==> src/rtl/ex_muldiv_unit.sv <==
// Iterative RV32M multiply/divide unit: shift-add multiply, restoring divide, one bit per cycle.
// Optional build macro MULDIV_FAST_MUL_EN swaps the multiply iteration for a single-cycle multiplier.
module ex_muldiv_unit #(
    parameter int unsigned DWIDTH      = 32,
    parameter int unsigned AWIDTH      = 5,
    parameter int unsigned FUNCT_WIDTH = 3
) (
    input  logic                   md_clk,
    input  logic                   md_rst,
    input  logic                   md_i_start,
    input  logic [FUNCT_WIDTH-1:0] md_i_funct3,
    input  logic [DWIDTH-1:0]      md_i_data_rs1,
    input  logic [DWIDTH-1:0]      md_i_data_rs2,
    input  logic [AWIDTH-1:0]      md_i_addr_rd,
    input  logic                   md_i_flush,
    output logic                   md_o_busy,
    output logic                   md_o_stall,
    output logic                   md_o_valid,
    output logic [DWIDTH-1:0]      md_o_data_rd,
    output logic [AWIDTH-1:0]      md_o_addr_rd
);

    localparam int unsigned CW = $clog2(DWIDTH) + 1;
    localparam logic [CW-1:0] LAST_COUNT = CW'(DWIDTH);

    localparam logic [FUNCT_WIDTH-1:0] OP_MULH   = FUNCT_WIDTH'(1);
    localparam logic [FUNCT_WIDTH-1:0] OP_MULHSU = FUNCT_WIDTH'(2);
    localparam logic [FUNCT_WIDTH-1:0] OP_DIV    = FUNCT_WIDTH'(4);
    localparam logic [FUNCT_WIDTH-1:0] OP_REM    = FUNCT_WIDTH'(6);

    typedef enum logic [1:0] {StIdle, StCalc, StDone} state_t;

    state_t                   state_q, state_d;
    logic [FUNCT_WIDTH-1:0]   op_q;
    logic [AWIDTH-1:0]        rd_q;
    logic [DWIDTH-1:0]        mag_a_q, mag_b_q;
    logic                     neg_res_q, neg_rem_q;
    logic [CW-1:0]            cnt_q;
    logic [2*DWIDTH-1:0]      acc_q;
    logic [DWIDTH:0]          rem_q;
    logic [DWIDTH-1:0]        quo_q;
    logic [DWIDTH-1:0]        data_q;
    logic [AWIDTH-1:0]        addr_q;

    // Two's-complement magnitude product, sign-corrected, then half selected by funct3[1:0].
    function automatic logic [DWIDTH-1:0] mul_result(input logic [2*DWIDTH-1:0] mag,
                                                     input logic neg,
                                                     input logic [1:0] sel);
        logic [2*DWIDTH-1:0] prod;
        prod = neg ? (~mag + 1'b1) : mag;
        return (sel == 2'd0) ? prod[DWIDTH-1:0] : prod[2*DWIDTH-1:DWIDTH];
    endfunction

    // Operand decode at the request
    logic                a_signed, b_signed, sign_a, sign_b;
    logic [DWIDTH-1:0]   mag_a, mag_b;
    logic                div_by_zero, div_ovf, start_acc;
    logic [DWIDTH-1:0]   res_fast;
    logic                take_fast;

    always_comb begin
        a_signed = (md_i_funct3 == OP_MULH) || (md_i_funct3 == OP_MULHSU) ||
                   (md_i_funct3 == OP_DIV) || (md_i_funct3 == OP_REM);
        b_signed = (md_i_funct3 == OP_MULH) || (md_i_funct3 == OP_DIV) ||
                   (md_i_funct3 == OP_REM);
        sign_a = a_signed & md_i_data_rs1[DWIDTH-1];
        sign_b = b_signed & md_i_data_rs2[DWIDTH-1];
        mag_a = sign_a ? (~md_i_data_rs1 + 1'b1) : md_i_data_rs1;
        mag_b = sign_b ? (~md_i_data_rs2 + 1'b1) : md_i_data_rs2;
        div_by_zero = md_i_funct3[2] && (md_i_data_rs2 == '0);
        div_ovf = ((md_i_funct3 == OP_DIV) || (md_i_funct3 == OP_REM)) &&
                  (md_i_data_rs1 == {1'b1, {(DWIDTH-1){1'b0}}}) && (md_i_data_rs2 == '1);
        start_acc = (state_q == StIdle) && md_i_start && !md_i_flush;
    end

    // Results that need no iteration; funct3[1] separates REM* from DIV*
    always_comb begin
        res_fast  = '0;
        take_fast = 1'b0;
        if (div_by_zero) begin
            res_fast  = md_i_funct3[1] ? md_i_data_rs1 : '1;
            take_fast = 1'b1;
        end else if (div_ovf) begin
            res_fast  = md_i_funct3[1] ? '0 : md_i_data_rs1;
            take_fast = 1'b1;
        end
`ifdef MULDIV_FAST_MUL_EN
        else if (!md_i_funct3[2]) begin
            res_fast  = mul_result({{DWIDTH{1'b0}}, mag_a} * {{DWIDTH{1'b0}}, mag_b},
                                   sign_a ^ sign_b, md_i_funct3[1:0]);
            take_fast = 1'b1;
        end
`endif
    end

    // One iteration step for each algorithm
    logic [DWIDTH:0]     mul_sum;
    logic [2*DWIDTH-1:0] acc_next;
    logic [DWIDTH+1:0]   div_shift, div_diff;
    logic                div_ge;
    logic [DWIDTH:0]     rem_next;
    logic [DWIDTH-1:0]   quo_next;
    logic [DWIDTH-1:0]   res_calc;

    always_comb begin
        mul_sum   = {1'b0, acc_q[2*DWIDTH-1:DWIDTH]} + (acc_q[0] ? {1'b0, mag_a_q} : '0);
        acc_next  = {mul_sum, acc_q[DWIDTH-1:1]};
        div_shift = {rem_q, quo_q[DWIDTH-1]};
        div_diff  = div_shift - {2'b00, mag_b_q};
        div_ge    = ~div_diff[DWIDTH+1];
        rem_next  = div_ge ? div_diff[DWIDTH:0] : div_shift[DWIDTH:0];
        quo_next  = {quo_q[DWIDTH-2:0], div_ge};
    end

    always_comb begin
        res_calc = mul_result(acc_q, neg_res_q, op_q[1:0]);
        if (op_q[2]) begin
            if (op_q[1]) begin
                res_calc = neg_rem_q ? (~rem_q[DWIDTH-1:0] + 1'b1) : rem_q[DWIDTH-1:0];
            end else begin
                res_calc = neg_res_q ? (~quo_q + 1'b1) : quo_q;
            end
        end
    end

    always_comb begin
        state_d = state_q;
        unique case (state_q)
            StIdle: begin
                if (start_acc) begin
                    state_d = take_fast ? StDone : StCalc;
                end
            end
            StCalc: begin
                if (cnt_q == LAST_COUNT) begin
                    state_d = StDone;
                end
            end
            StDone:  state_d = StIdle;
            default: state_d = StIdle;
        endcase
        if (md_i_flush) begin
            state_d = StIdle;
        end
    end

    always_ff @(posedge md_clk or posedge md_rst) begin
        if (md_rst) begin
            state_q   <= StIdle;
            op_q      <= '0;
            rd_q      <= '0;
            mag_a_q   <= '0;
            mag_b_q   <= '0;
            neg_res_q <= 1'b0;
            neg_rem_q <= 1'b0;
            cnt_q     <= '0;
            acc_q     <= '0;
            rem_q     <= '0;
            quo_q     <= '0;
            data_q    <= '0;
            addr_q    <= '0;
        end else begin
            state_q <= state_d;
            if (start_acc) begin
                op_q      <= md_i_funct3;
                rd_q      <= md_i_addr_rd;
                mag_a_q   <= mag_a;
                mag_b_q   <= mag_b;
                neg_res_q <= sign_a ^ sign_b;
                neg_rem_q <= sign_a;
                cnt_q     <= '0;
                acc_q     <= {{DWIDTH{1'b0}}, mag_b};
                rem_q     <= '0;
                quo_q     <= mag_a;
            end else if ((state_q == StCalc) && (cnt_q != LAST_COUNT)) begin
                cnt_q <= cnt_q + 1'b1;
                if (op_q[2]) begin
                    rem_q <= rem_next;
                    quo_q <= quo_next;
                end else begin
                    acc_q <= acc_next;
                end
            end
            // Result registers load on entry to DONE so valid and data appear together
            if ((state_d == StDone) && (state_q != StDone)) begin
                data_q <= (state_q == StIdle) ? res_fast : res_calc;
                addr_q <= (state_q == StIdle) ? md_i_addr_rd : rd_q;
            end
        end
    end

    assign md_o_busy    = (state_q != StIdle);
    assign md_o_stall   = ((state_q == StIdle) && md_i_start) || (state_q == StCalc);
    assign md_o_valid   = (state_q == StDone);
    assign md_o_data_rd = data_q;
    assign md_o_addr_rd = addr_q;

endmodule

==> config.mk <==
export PLATFORM = sky130hd
export DESIGN_NAME = ex_muldiv_unit
export DESIGN_NICKNAME = d
export VERILOG_FILES = /design/src/rtl/ex_muldiv_unit.sv
export SDC_FILE = /design/constraint.sdc
export NUM_CORES = 1
export LEC_CHECK = 0
export CAP_MARGIN = 20
export CORE_MARGIN = 10
export CORE_UTILIZATION = 40
export DETAILED_ROUTE_END_ITERATION = 16
export DONT_BUFFER_PORTS = 1
export PLACE_DENSITY = 0.55
export SLEW_MARGIN = 20
export SYNTH_ARGS = -nofsm -noshare
export SYNTH_HDL_FRONTEND = slang
export SYNTH_SLANG_ARGS = --single-unit
export TNS_END_PERCENT = 50
==> constraint.sdc <==
create_clock -name md_clk -period 14.34 [get_ports md_clk]
set_clock_uncertainty 0.1 [all_clocks]
set_input_delay 1.434 -clock md_clk [delete_from_list [all_inputs] [get_ports md_clk]]
set_output_delay 1.434 -clock md_clk [all_outputs]
set_load 0.1 [all_outputs]
==> impl_metrics.toml <==
[drt]
post_drt_wl_per_cell_um = 25.14
viasPerCell = 6.155
via_count = 17190
wl_um = 70220
final_antenna_net_count = 0
dr.pass1.iters = 8
drc = 0
drt_iter0_markers = 1577

[layout]
regArea_sq_um = 6207
utilization_pct = 44.32
multiInputGateArea_sq_um = 11690
most-common-layout-cells = "dfrtp_1 (247), nand2_1 (227), nor2_1 (200)"
final_nets = 2320
area_growth_pct = 8.768
fillers = 4553
final_common_cell = "dfrtp_1"
n_antenna_cell = 0
drive_gt1_share_pct = 5.654

[yosys]
synth_top_area_share_pct = 33.35
synth_seq_cells = 248
synthFlopType = "dfrtp_1"
synth_nets = 2386
synth_edf_count = 0
yosys_warnings = 0
synth_top_area_cell = "dfrtp_1"
synth_area_sq_um = 18610
ys_top_cells_by_area = "dfrtp_1 (33%), xor2_1 (5.6%), xnor2_1 (5.1%)"
synth_cell_type_count = 86
syn_avg_cell_area_sq_um = 8.322
synthArstFlopShare_pct = 100.0
synth_cells = 2236
ys_seq_area_share_pct = 33.35

[setup_path]
crit_path_end = "md_o_data_rd[27]$_DFFE_PP0P_"
cp-startpoint = "md_i_data_rs2[7]"
cp.arrival_ns = 5.05
timing.rr.start = "rem_q[7]$_DFFE_PP0P_"
rr_worst_depth = 11
critPathMaxStageDelay_ns = 0.62
cp.required_ns = 14.72
r2r_end = "rem_q[29]$_DFFE_PP0P_"
crit_path_cell_trace = "or4_1, or3_1, or4_1, nor3_2, or2_2, a21oi_4, inv_2, o21ai_0, o32a_1"
r2r_setup_slack_ns = 10.21
end_kind = "flip-flop"
cp_max_fo = 39
crit_top_cell = "or4_1"
slowest_stage = "inv_2"
worstSetupPathType = "primary input to flip-flop"
start_kind = "primary input"

[timing]
max_slew_margin_pct = 25.91
setup_ws_ns = 9.673
rsz0062_at_grt = "no"
fin_hold_ws_ns = 0.3729
fin_crit_ns = 4.667
min_period_over_period_pct = 32.55
fin_tns_setup_ns = 0
final_hold_viol_count = 0
drv_slew = 0
tightest_slew_ns = 1.111
setup_violations = 0
fmax_mhz = 214.3

[placed_design]
io_buffers = 0
post-place-ws_ns = 9.158
place_hpwl_um = 53330
gp_congestion = 0.9574

[power_and_ir_drop]
p_leak_nw = 8.858
clockPowerShare_pct = 21.8
combPwrFrac_pct = 45.7
power_switching_w = 0.001797
p_seq_share_pct = 32.5
swShare_pct = 45.87
powerDensity_nw_per_um2 = 193.6
internal_power_w = 0.002121
vdd_ir_drop_max_v = 0.0001169

[global_routing]
grt_pass1_wl_um = 106000
grt_pass1_vias = 16610
grt_use_total_pct = 24.23
overflow = 0
grt_start_max_net_pins = 167
antenna_found_initial = 1

[floorplan]
start_util_pct = 40.74
io_pins = 116
chipHeight_um = 235.7
die_w_um = 235.7
design.die.area_sq_um = 55550
core-area_sq_um = 45670
rows = 78

[cts]
cts_hold_buf = 0
clk_pin_slew_ns = 0.06
cts_resized = 0
numCtsBuffers = 30
ctsHtreeMaxLevel = 1
cts-root-buf = "clkbuf_16"
clock_path_buffers = 3
clock_latency_ns = 0.59
post_cts_buffers = 0
clock-sinks = 248
cts_tree = "done"

[hold_path]
hp-class = "flip-flop to flip-flop"

[run]
cap_violations = 0

[outcome]
status = "finished, final reports clean"
## sequential cells by signal (all words and copies together) (netlist names), 3 cells and up
signal / flops
acc_q: 64
rem_q: 33
mag_a_q: 32
mag_b_q: 32
md_o_data_rd: 32
quo_q: 32
cnt_q: 6
md_o_addr_rd: 5
rd_q: 5
op_q: 3
## layer usage
layer,wire length [um],share of wire [%],up-vias,global-route usage (%)
met2,30240,43,653,36.78
met4,4181,6.0,2,12.63
met1,30070,43,8389,31.70
met3,5706,8.1,133,5.304
met5,17,0.024,-,0
li1,-,-,8015,-
## critical path, delay by kind of cell
family | cells | cell delay, ns
buf+inv | 1 | 0.62
simple gates | 5 | 2.24
compound gates | 3 | 0.75
## stage by stage
| stage | cells | instance area (sq um) | power [W] |
|---|---|---|---|
| after global routing | 2793 | 20240 | 0.004168 |
| after CTS | 2792 | 20210 | 0.003903 |
| after global placement | 2737 | 19120 | 0.003014 |
| after floorplan | 2236 | 18610 | 0.002505 |
| after detailed placement | 2737 | 19120 | 0.003038 |
| final | 2793 | 20240 | 0.003918 |
## synth_stat cells, drive strengths merged, types with 13 or more instances
library cell    n
a21o           76
a21oi         164
a221o          47
a221oi         13
a31oi          29
and2           43
and3           29
buf            27
clkbuf         96
dfrtp         248
ha             72
inv            73
mux2i          34
nand2         228
nand2b         20
nand3          74
nand4          20
nor2          201
nor3           46
nor4           24
o211ai         13
o21ai         162
o31ai          46
o41ai          33
or3            26
or4            22
xnor2         109
xor2          118
## power by group through the flow
stage | registers [W] | logic [W] | clock network (W)
after CTS | 0.00127 | 0.00177 | 0.000866
after global placement | 0.00127 | 0.00174 | 0
after floorplan | 0.00112 | 0.00139 | 0
final | 0.00128 | 0.00179 | 0.000854
after detailed placement | 0.00128 | 0.00176 | 0
after global routing | 0.00130 | 0.00198 | 0.000892
## how the worst min path moves through the flow
stage / cells after the start / to / slack [ns] / start
6_report: 1 / mag_a_q[22]$_DFFE_PP0P_ / 0.37 / mag_a_q[22]$_DFFE_PP0P_
2_1_floorplan: 2 / mag_a_q[31]$_DFFE_PP0P_ / 0.34 / mag_a_q[31]$_DFFE_PP0P_
3_5_place_dp: 1 / mag_a_q[18]$_DFFE_PP0P_ / 0.36 / mag_a_q[18]$_DFFE_PP0P_
5_1_grt: 1 / mag_b_q[21]$_DFFE_PP0P_ / 0.39 / mag_b_q[21]$_DFFE_PP0P_
4_1_cts: 1 / mag_a_q[22]$_DFFE_PP0P_ / 0.38 / mag_a_q[22]$_DFFE_PP0P_
3_3_place_gp: 1 / mag_a_q[28]$_DFFE_PP0P_ / 0.36 / mag_a_q[28]$_DFFE_PP0P_
## final cells by class
type	instances	area share (%)
Multi-Input combinational cell	1791	57.75
Sequential cell	248	30.67
Clock buffer	39	4.179
Tap cell	600	3.709
Inverter	74	1.409
Clock inverter	16	1.199
Timing Repair Buffer	25	1.088
## logic make-up (layout without fill, tap and decap cells)
family / Yosys count / count (layout) / synth area share (%)
AND/OR/NAND/NOR: 776 / 776 / 20.51
AO/OA/AOI/OAI: 679 / 679 / 24.38
XOR/XNOR: 227 / 227 / 10.68
multiplexers: 35 / 35 / 1.889
flip-flops: 248 / 248 / 33.35
buffers and inverters: 197 / 154 / 4.135
adder cells (fa/ha/maj): 74 / 74 / 5.056
Power figures use the tool's default switching activity.
